**config.mk**
```make
export PLATFORM = sky130hd
export DESIGN_NAME = rom_loader_wb
export DESIGN_NICKNAME = d
export VERILOG_FILES = /design/src/rtl/rom_loader_wb.sv
export SDC_FILE = /design/constraint.sdc
export NUM_CORES = 1
export LEC_CHECK = 0
export BUFFER_PORTS_ARGS = -buffer_cell sky130_fd_sc_hd__clkbuf_2
export CAP_MARGIN = 40
export CORE_UTILIZATION = 48
export DETAILED_ROUTE_END_ITERATION = 10
export HOLD_SLACK_MARGIN = 0.15
export PLACE_DENSITY = 0.76
export SLEW_MARGIN = 20
export SYNTH_ARGS = -nofsm -noshare
export SYNTH_HDL_FRONTEND = slang
export SYNTH_SLANG_ARGS = --single-unit
```
**constraint.sdc**
```tcl
create_clock -name clk_sys -period 2.05 [get_ports clk_sys]
set_input_delay 0.205 -clock clk_sys [delete_from_list [all_inputs] [get_ports clk_sys]]
set_output_delay 0.205 -clock clk_sys [all_outputs]
set_load 0.05 [all_outputs]
```
**src/rtl/rom_loader_wb.sv**
```systemverilog
// rom_loader_wb: packs hps_io ioctl halfwords into 32-bit wishbone writes at a fixed
// SDRAM base and shares the SDRAM wishbone port with the core master between downloads.
module rom_loader_wb #(
    parameter logic [7:0]  DL_INDEX  = 8'd1,
    parameter logic [25:0] BASE_ADDR = 26'h400000,
    parameter int unsigned MAX_BYTES = 4194304
) (
    input  logic        clk_sys,
    input  logic        reset,
    input  logic        ioctl_download,
    input  logic [7:0]  ioctl_index,
    input  logic        ioctl_wr,
    input  logic [24:0] ioctl_addr,
    input  logic [15:0] ioctl_dout,
    output logic        ioctl_wait,
    input  logic        core_stb,
    input  logic        core_cyc,
    input  logic        core_we,
    input  logic [3:0]  core_sel,
    input  logic [23:0] core_adr,
    input  logic [31:0] core_dat,
    output logic        core_ack,
    output logic        ram_stb,
    output logic        ram_cyc,
    output logic        ram_we,
    output logic [3:0]  ram_sel,
    output logic [25:0] ram_adr,
    output logic [31:0] ram_dat,
    input  logic        ram_ack,
    output logic        dl_active,
    output logic        dl_done,
    output logic        dl_overrun
);

    typedef enum logic [1:0] {IDLE, HALF, WRITE} state_t;

    state_t      state, state_n;
    logic        dl_req, wr_in_range, wr_ok;
    logic [15:0] low_half, low_half_n;
    logic [22:0] half_word, half_word_n;
    logic [22:0] wr_word, wr_word_n;
    logic [3:0]  wr_sel, wr_sel_n;
    logic [31:0] wr_dat, wr_dat_n;
    logic        held_valid, held_valid_n;
    logic [24:1] held_addr, held_addr_n;
    logic [15:0] held_data, held_data_n;
    logic        start_valid;
    logic [24:1] start_addr;
    logic [15:0] start_data;
    logic        dl_active_n, wait_n, done_n;
    logic [25:0] loader_adr;

    assign dl_req      = ioctl_download && (ioctl_index == DL_INDEX);
    assign wr_in_range = {7'd0, ioctl_addr} < MAX_BYTES;
    assign wr_ok       = ioctl_wr && dl_req && !ioctl_wait && wr_in_range;
    assign loader_adr  = BASE_ADDR + {1'b0, wr_word, 2'b00};

    always_comb begin
        state_n      = state;
        low_half_n   = low_half;
        half_word_n  = half_word;
        wr_word_n    = wr_word;
        wr_sel_n     = wr_sel;
        wr_dat_n     = wr_dat;
        held_valid_n = held_valid;
        held_addr_n  = held_addr;
        held_data_n  = held_data;
        done_n       = 1'b0;
        start_valid  = 1'b0;
        start_addr   = ioctl_addr[24:1];
        start_data   = ioctl_dout;

        case (state)
            IDLE: start_valid = wr_ok;
            HALF: begin
                if (wr_ok) begin
                    if (ioctl_addr[24:2] == half_word) begin
                        if (ioctl_addr[1]) begin
                            wr_word_n = half_word;
                            wr_sel_n  = 4'b1111;
                            wr_dat_n  = {ioctl_dout, low_half};
                            state_n   = WRITE;
                        end else begin
                            low_half_n = ioctl_dout;
                        end
                    end else begin
                        // Different word: flush the lone low half, park the new halfword
                        wr_word_n    = half_word;
                        wr_sel_n     = 4'b0011;
                        wr_dat_n     = {16'h0000, low_half};
                        held_valid_n = 1'b1;
                        held_addr_n  = ioctl_addr[24:1];
                        held_data_n  = ioctl_dout;
                        state_n      = WRITE;
                    end
                end else if (!dl_req) begin
                    wr_word_n = half_word;
                    wr_sel_n  = 4'b0011;
                    wr_dat_n  = {16'h0000, low_half};
                    state_n   = WRITE;
                end
            end
            WRITE: begin
                if (ram_ack && dl_active) begin
                    state_n = IDLE;
                    if (held_valid) begin
                        held_valid_n = 1'b0;
                        start_valid  = 1'b1;
                        start_addr   = held_addr;
                        start_data   = held_data;
                    end else if (!dl_req) begin
                        done_n = 1'b1;
                    end
                end
            end
            default: state_n = IDLE;
        endcase

        if (start_valid) begin
            if (start_addr[1]) begin
                wr_word_n = start_addr[24:2];
                wr_sel_n  = 4'b1100;
                wr_dat_n  = {start_data, start_data};
                state_n   = WRITE;
            end else begin
                half_word_n = start_addr[24:2];
                low_half_n  = start_data;
                state_n     = HALF;
            end
        end

        // Ownership is only taken between core cycles; a half-finished image also needs it
        dl_active_n = dl_active;
        if (!dl_active) begin
            dl_active_n = !core_cyc && (dl_req || (state != IDLE));
        end else if (!dl_req && (state == IDLE)) begin
            dl_active_n = 1'b0;
        end

        wait_n = (state_n == WRITE) || ((state_n == HALF) && !dl_active_n);
    end

    always_ff @(posedge clk_sys) begin
        if (reset) begin
            state      <= IDLE;
            low_half   <= '0;
            half_word  <= '0;
            wr_word    <= '0;
            wr_sel     <= '0;
            wr_dat     <= '0;
            held_valid <= 1'b0;
            held_addr  <= '0;
            held_data  <= '0;
            dl_active  <= 1'b0;
            ioctl_wait <= 1'b0;
            dl_done    <= 1'b0;
            dl_overrun <= 1'b0;
        end else begin
            state      <= state_n;
            low_half   <= low_half_n;
            half_word  <= half_word_n;
            wr_word    <= wr_word_n;
            wr_sel     <= wr_sel_n;
            wr_dat     <= wr_dat_n;
            held_valid <= held_valid_n;
            held_addr  <= held_addr_n;
            held_data  <= held_data_n;
            dl_active  <= dl_active_n;
            ioctl_wait <= wait_n;
            dl_done    <= done_n;
            if (ioctl_wr && ioctl_wait) begin
                dl_overrun <= 1'b1;
            end
        end
    end

    always_comb begin
        ram_stb  = core_stb;
        ram_cyc  = core_cyc;
        ram_we   = core_we;
        ram_sel  = core_sel;
        ram_adr  = {core_adr, 2'b00};
        ram_dat  = core_dat;
        core_ack = ram_ack;
        if (dl_active) begin
            ram_stb  = (state == WRITE);
            ram_cyc  = (state == WRITE);
            ram_we   = (state == WRITE);
            ram_sel  = wr_sel;
            ram_adr  = loader_adr;
            ram_dat  = wr_dat;
            core_ack = 1'b0;
        end
    end

endmodule

```
==> results_dict.tcl <==
set metrics [dict create \
    syn_to_final_growth_pct 43.4 \
    drv_cap 0 \
    htreeDepth 4 \
    start_kind "flip-flop" \
    end_kind "flip-flop" \
    ys_ff_latch 145 \
    synth_edf_count 0 \
    post-dp-hpwl_mm 13.1 \
    synthTopCellsByCount "dfxtp_1 (145), nor2_1 (84), mux2i_1 (77)" \
    hp-class "input pin to flip-flop" \
    place_ws_ns -0.303 \
    clkTransAtPathRegs_ns 0.07 \
    dp_cells 1122 \
    grtUsageTotal 0.270 \
    rows 44 \
    cts-root-buf "clkbuf_16" \
    synth_most_common_cell "dfxtp_1" \
    path_class "flip-flop to flip-flop" \
    max_stage_delay_ns 0.35 \
    crit_chain "nor3b_4 -> buf_4 -> nand3_4 -> buf_6 -> o41ai_4 -> buf_6 -> buf_6 -> clkbuf_16 -> o311a_1" \
    synth_warnings 0 \
    n_antenna_cell 0 \
    slew_headroom 0.528 \
    avgSynthCellArea_um2 9.58 \
    ys.flop_type "dfxtp_1" \
    postLayoutSetupSlackWorst_ns -0.156 \
    syn_inst 761 \
    synth.distinct_cells 54 \
    setup_viol 111 \
    die_h_um 125 \
    core_mm2 0.0147 \
    drc 15 \
    hold_viol_final 0 \
    clock_path_buffers 2 \
    synth_top_cell_area_share 0.398 \
    worst_hold_slack_ns 0.161 \
    grt_pass1_wl_mm 33.7 \
    cts_buffers 17 \
    yosysSeqAreaShare 0.398 \
    async_flop_share 0 \
    worstSkewPairLatency_ns 0.43 \
    dr.first_iter.drc_count 713 \
    crit_required_ns 2.41 \
    dieArea_mm2 0.0157 \
    clock-sinks 145 \
    cts_tree "yes" \
    violations "design-rule violations, negative setup slack" \
    post_route_cells_drive_above_1_share 0.406 \
    io_buffers 183 \
    crit_family "buffers and inverters" \
    worst_pin_slew_ns 0.708 \
    power.density_mw_per_mm2 652 \
    yosysTopAreaCell "dfxtp_1" \
    run_status "finished, violations left" \
    cpMostUsedCell "buf_6" \
    timing.final.crit_share 1.08 \
    antenna_found_initial 0 \
    crit_path_max_fanout 7 \
    vias 7270 \
    max-vdd-ir-drop_v 0.000562 \
    io_pins 187 \
    layout_min_cycle_time_ns 2.21 \
    dr.pass1.iters 10 \
    layout.nets 1133 \
    netlist_area_mm2 0.00729 \
    vias_per_cell 6.00 \
    fmax_mhz 453 \
    postRouteWirelength_mm 23.7 \
    fp.dieW_um 125 \
    wl_per_cell_um 19.6 \
    finalPower_mw 6.82 \
    fin_skew_ns 0.0133 \
    grt_max_degree 72 \
    leakagePower_nw 4.72 \
    start_util 0.496 \
    place_congestion 0.823 \
    cp.arrival_ns 2.57 \
    grt_pass1_vias 6530 \
    final_max_slew_viol_count 0 \
    drtAntennaViolNets 0 \
    critPathSlowestCell "dfxtp_4" \
    fin_cells 1211 \
    overflow 0 \
    synth_area_leaders "dfxtp_1 (40%), mux2i_1 (11%), mux2_2 (8.8%)" \
    rsz0062_at_grt "yes" \
    crit_buf_inv 5 \
]
==> cells in the final DEF, fill, tap and decap left out, drive strengths merged, types with 2 or more instances in the layout <==
cell	n
a221o	16
nor3	35
nor2b	3
o311a	38
a21o	16
bufinv	3
nor2	84
nand2b	3
xor2	20
nand2	7
nand3	4
nor4b	2
a31oi	2
a211oi	23
dfxtp	145
dlygate4sd3	35
nor4	24
or3	39
nor3b	5
mux2	57
xnor2	4
and4	2
mux2i	77
clkbuf	210
and2	3
o21ai	6
nand4	4
o22ai	2
clkinv	4
inv	10
conb	2
o21a	3
buf	81
a21oi	43
==> layer usage <==
metal,share of wire,wire (um),vias to the layer above,track usage
met5,0,0,-,0
met4,0.027,631,0,0.0997
met3,0.078,1860,55,0.0488
met2,0.48,11400,375,0.450
met1,0.41,9810,3481,0.349
li1,-,-,3359,-
==> cells by family after synthesis <==
logic type / Yosys count / share of synthesized area
other cells: 1 / 0.000514
flops: 145 / 0.398
xor+xnor: 24 / 0.0288
fa+ha+maj: 1 / 0.00172
compound gates: 158 / 0.167
mux: 134 / 0.194
simple gates: 220 / 0.164
buf+inv: 78 / 0.0460
==> path summary, 6_finish.rpt <==
check | startpoint | to | slack (ns) | cells after the start
worst min-delay path | ioctl_addr[20] | held_addr[20] | 0.16 | 4
worst max register to register | ioctl_wait | wr_word[22] | -0.16 | 9
worst min register to register | wr_sel[1] | wr_sel[1] | 0.47 | 1
worst max-delay path | ioctl_wait | wr_word[22] | -0.16 | 9
==> what timing repair did <==
action | 4_1_cts | 5_1_grt
hold buffers | 35 | 0
setup endpoints to repair | 87 | 130
setup buffers | 1 | 11
resized for setup | 19 | 55
pin swaps | 6 | 36
gates cloned | 2 | 10
endpoints found under the hold margin | 58 | 0
==> registers in the layout, summed over array words and instances (netlist names), 2 cells and up <==
signal / cells
held_addr: 24
held_data: 16
wr_dat: 32
half_word: 23
low_half: 16
wr_word: 23
state: 2
wr_sel: 4
==> worst register-to-register path, stage by stage (launching register included) <==
cell	delay, ns
dfxtp_4	0.35
nor3b_4	0.29
buf_4	0.19
nand3_4	0.08
buf_6	0.14
o41ai_4	0.33
buf_6	0.23
buf_6	0.16
clkbuf_16	0.16
o311a_1	0.20
==> where the power goes <==
part | total (mW) | internal, mW | switching, mW | leakage, nW
registers | 2.82 | 2.82 | 0.000196 | 1.17
clock network | 3.20 | 1.98 | 1.22 | 0.294
logic | 0.806 | 0.296 | 0.510 | 3.25
==> stage by stage <==
step	setup TNS, ns	area (um2)	utilization
global placement	-20.29	8840	0.602
finish	-8.50	10500	0.711
CTS	-0.723	9990	0.680
floorplan	-0.229	7360	-
detailed placement	-20.71	8870	0.603
global route	-15.23	10500	0.711
==> area by class of cell <==
class                      count  area [um2]
sequential                   145        2920
tap                          184         230
timing repair buffer         304        2290
multi-input combinational    539        4390
clock buffer                  22         465
fill                        1019        4240
inverter                       8        30.0
clock inverter                 9         129
No activity file was read; power rests on OpenSTA's default activity.
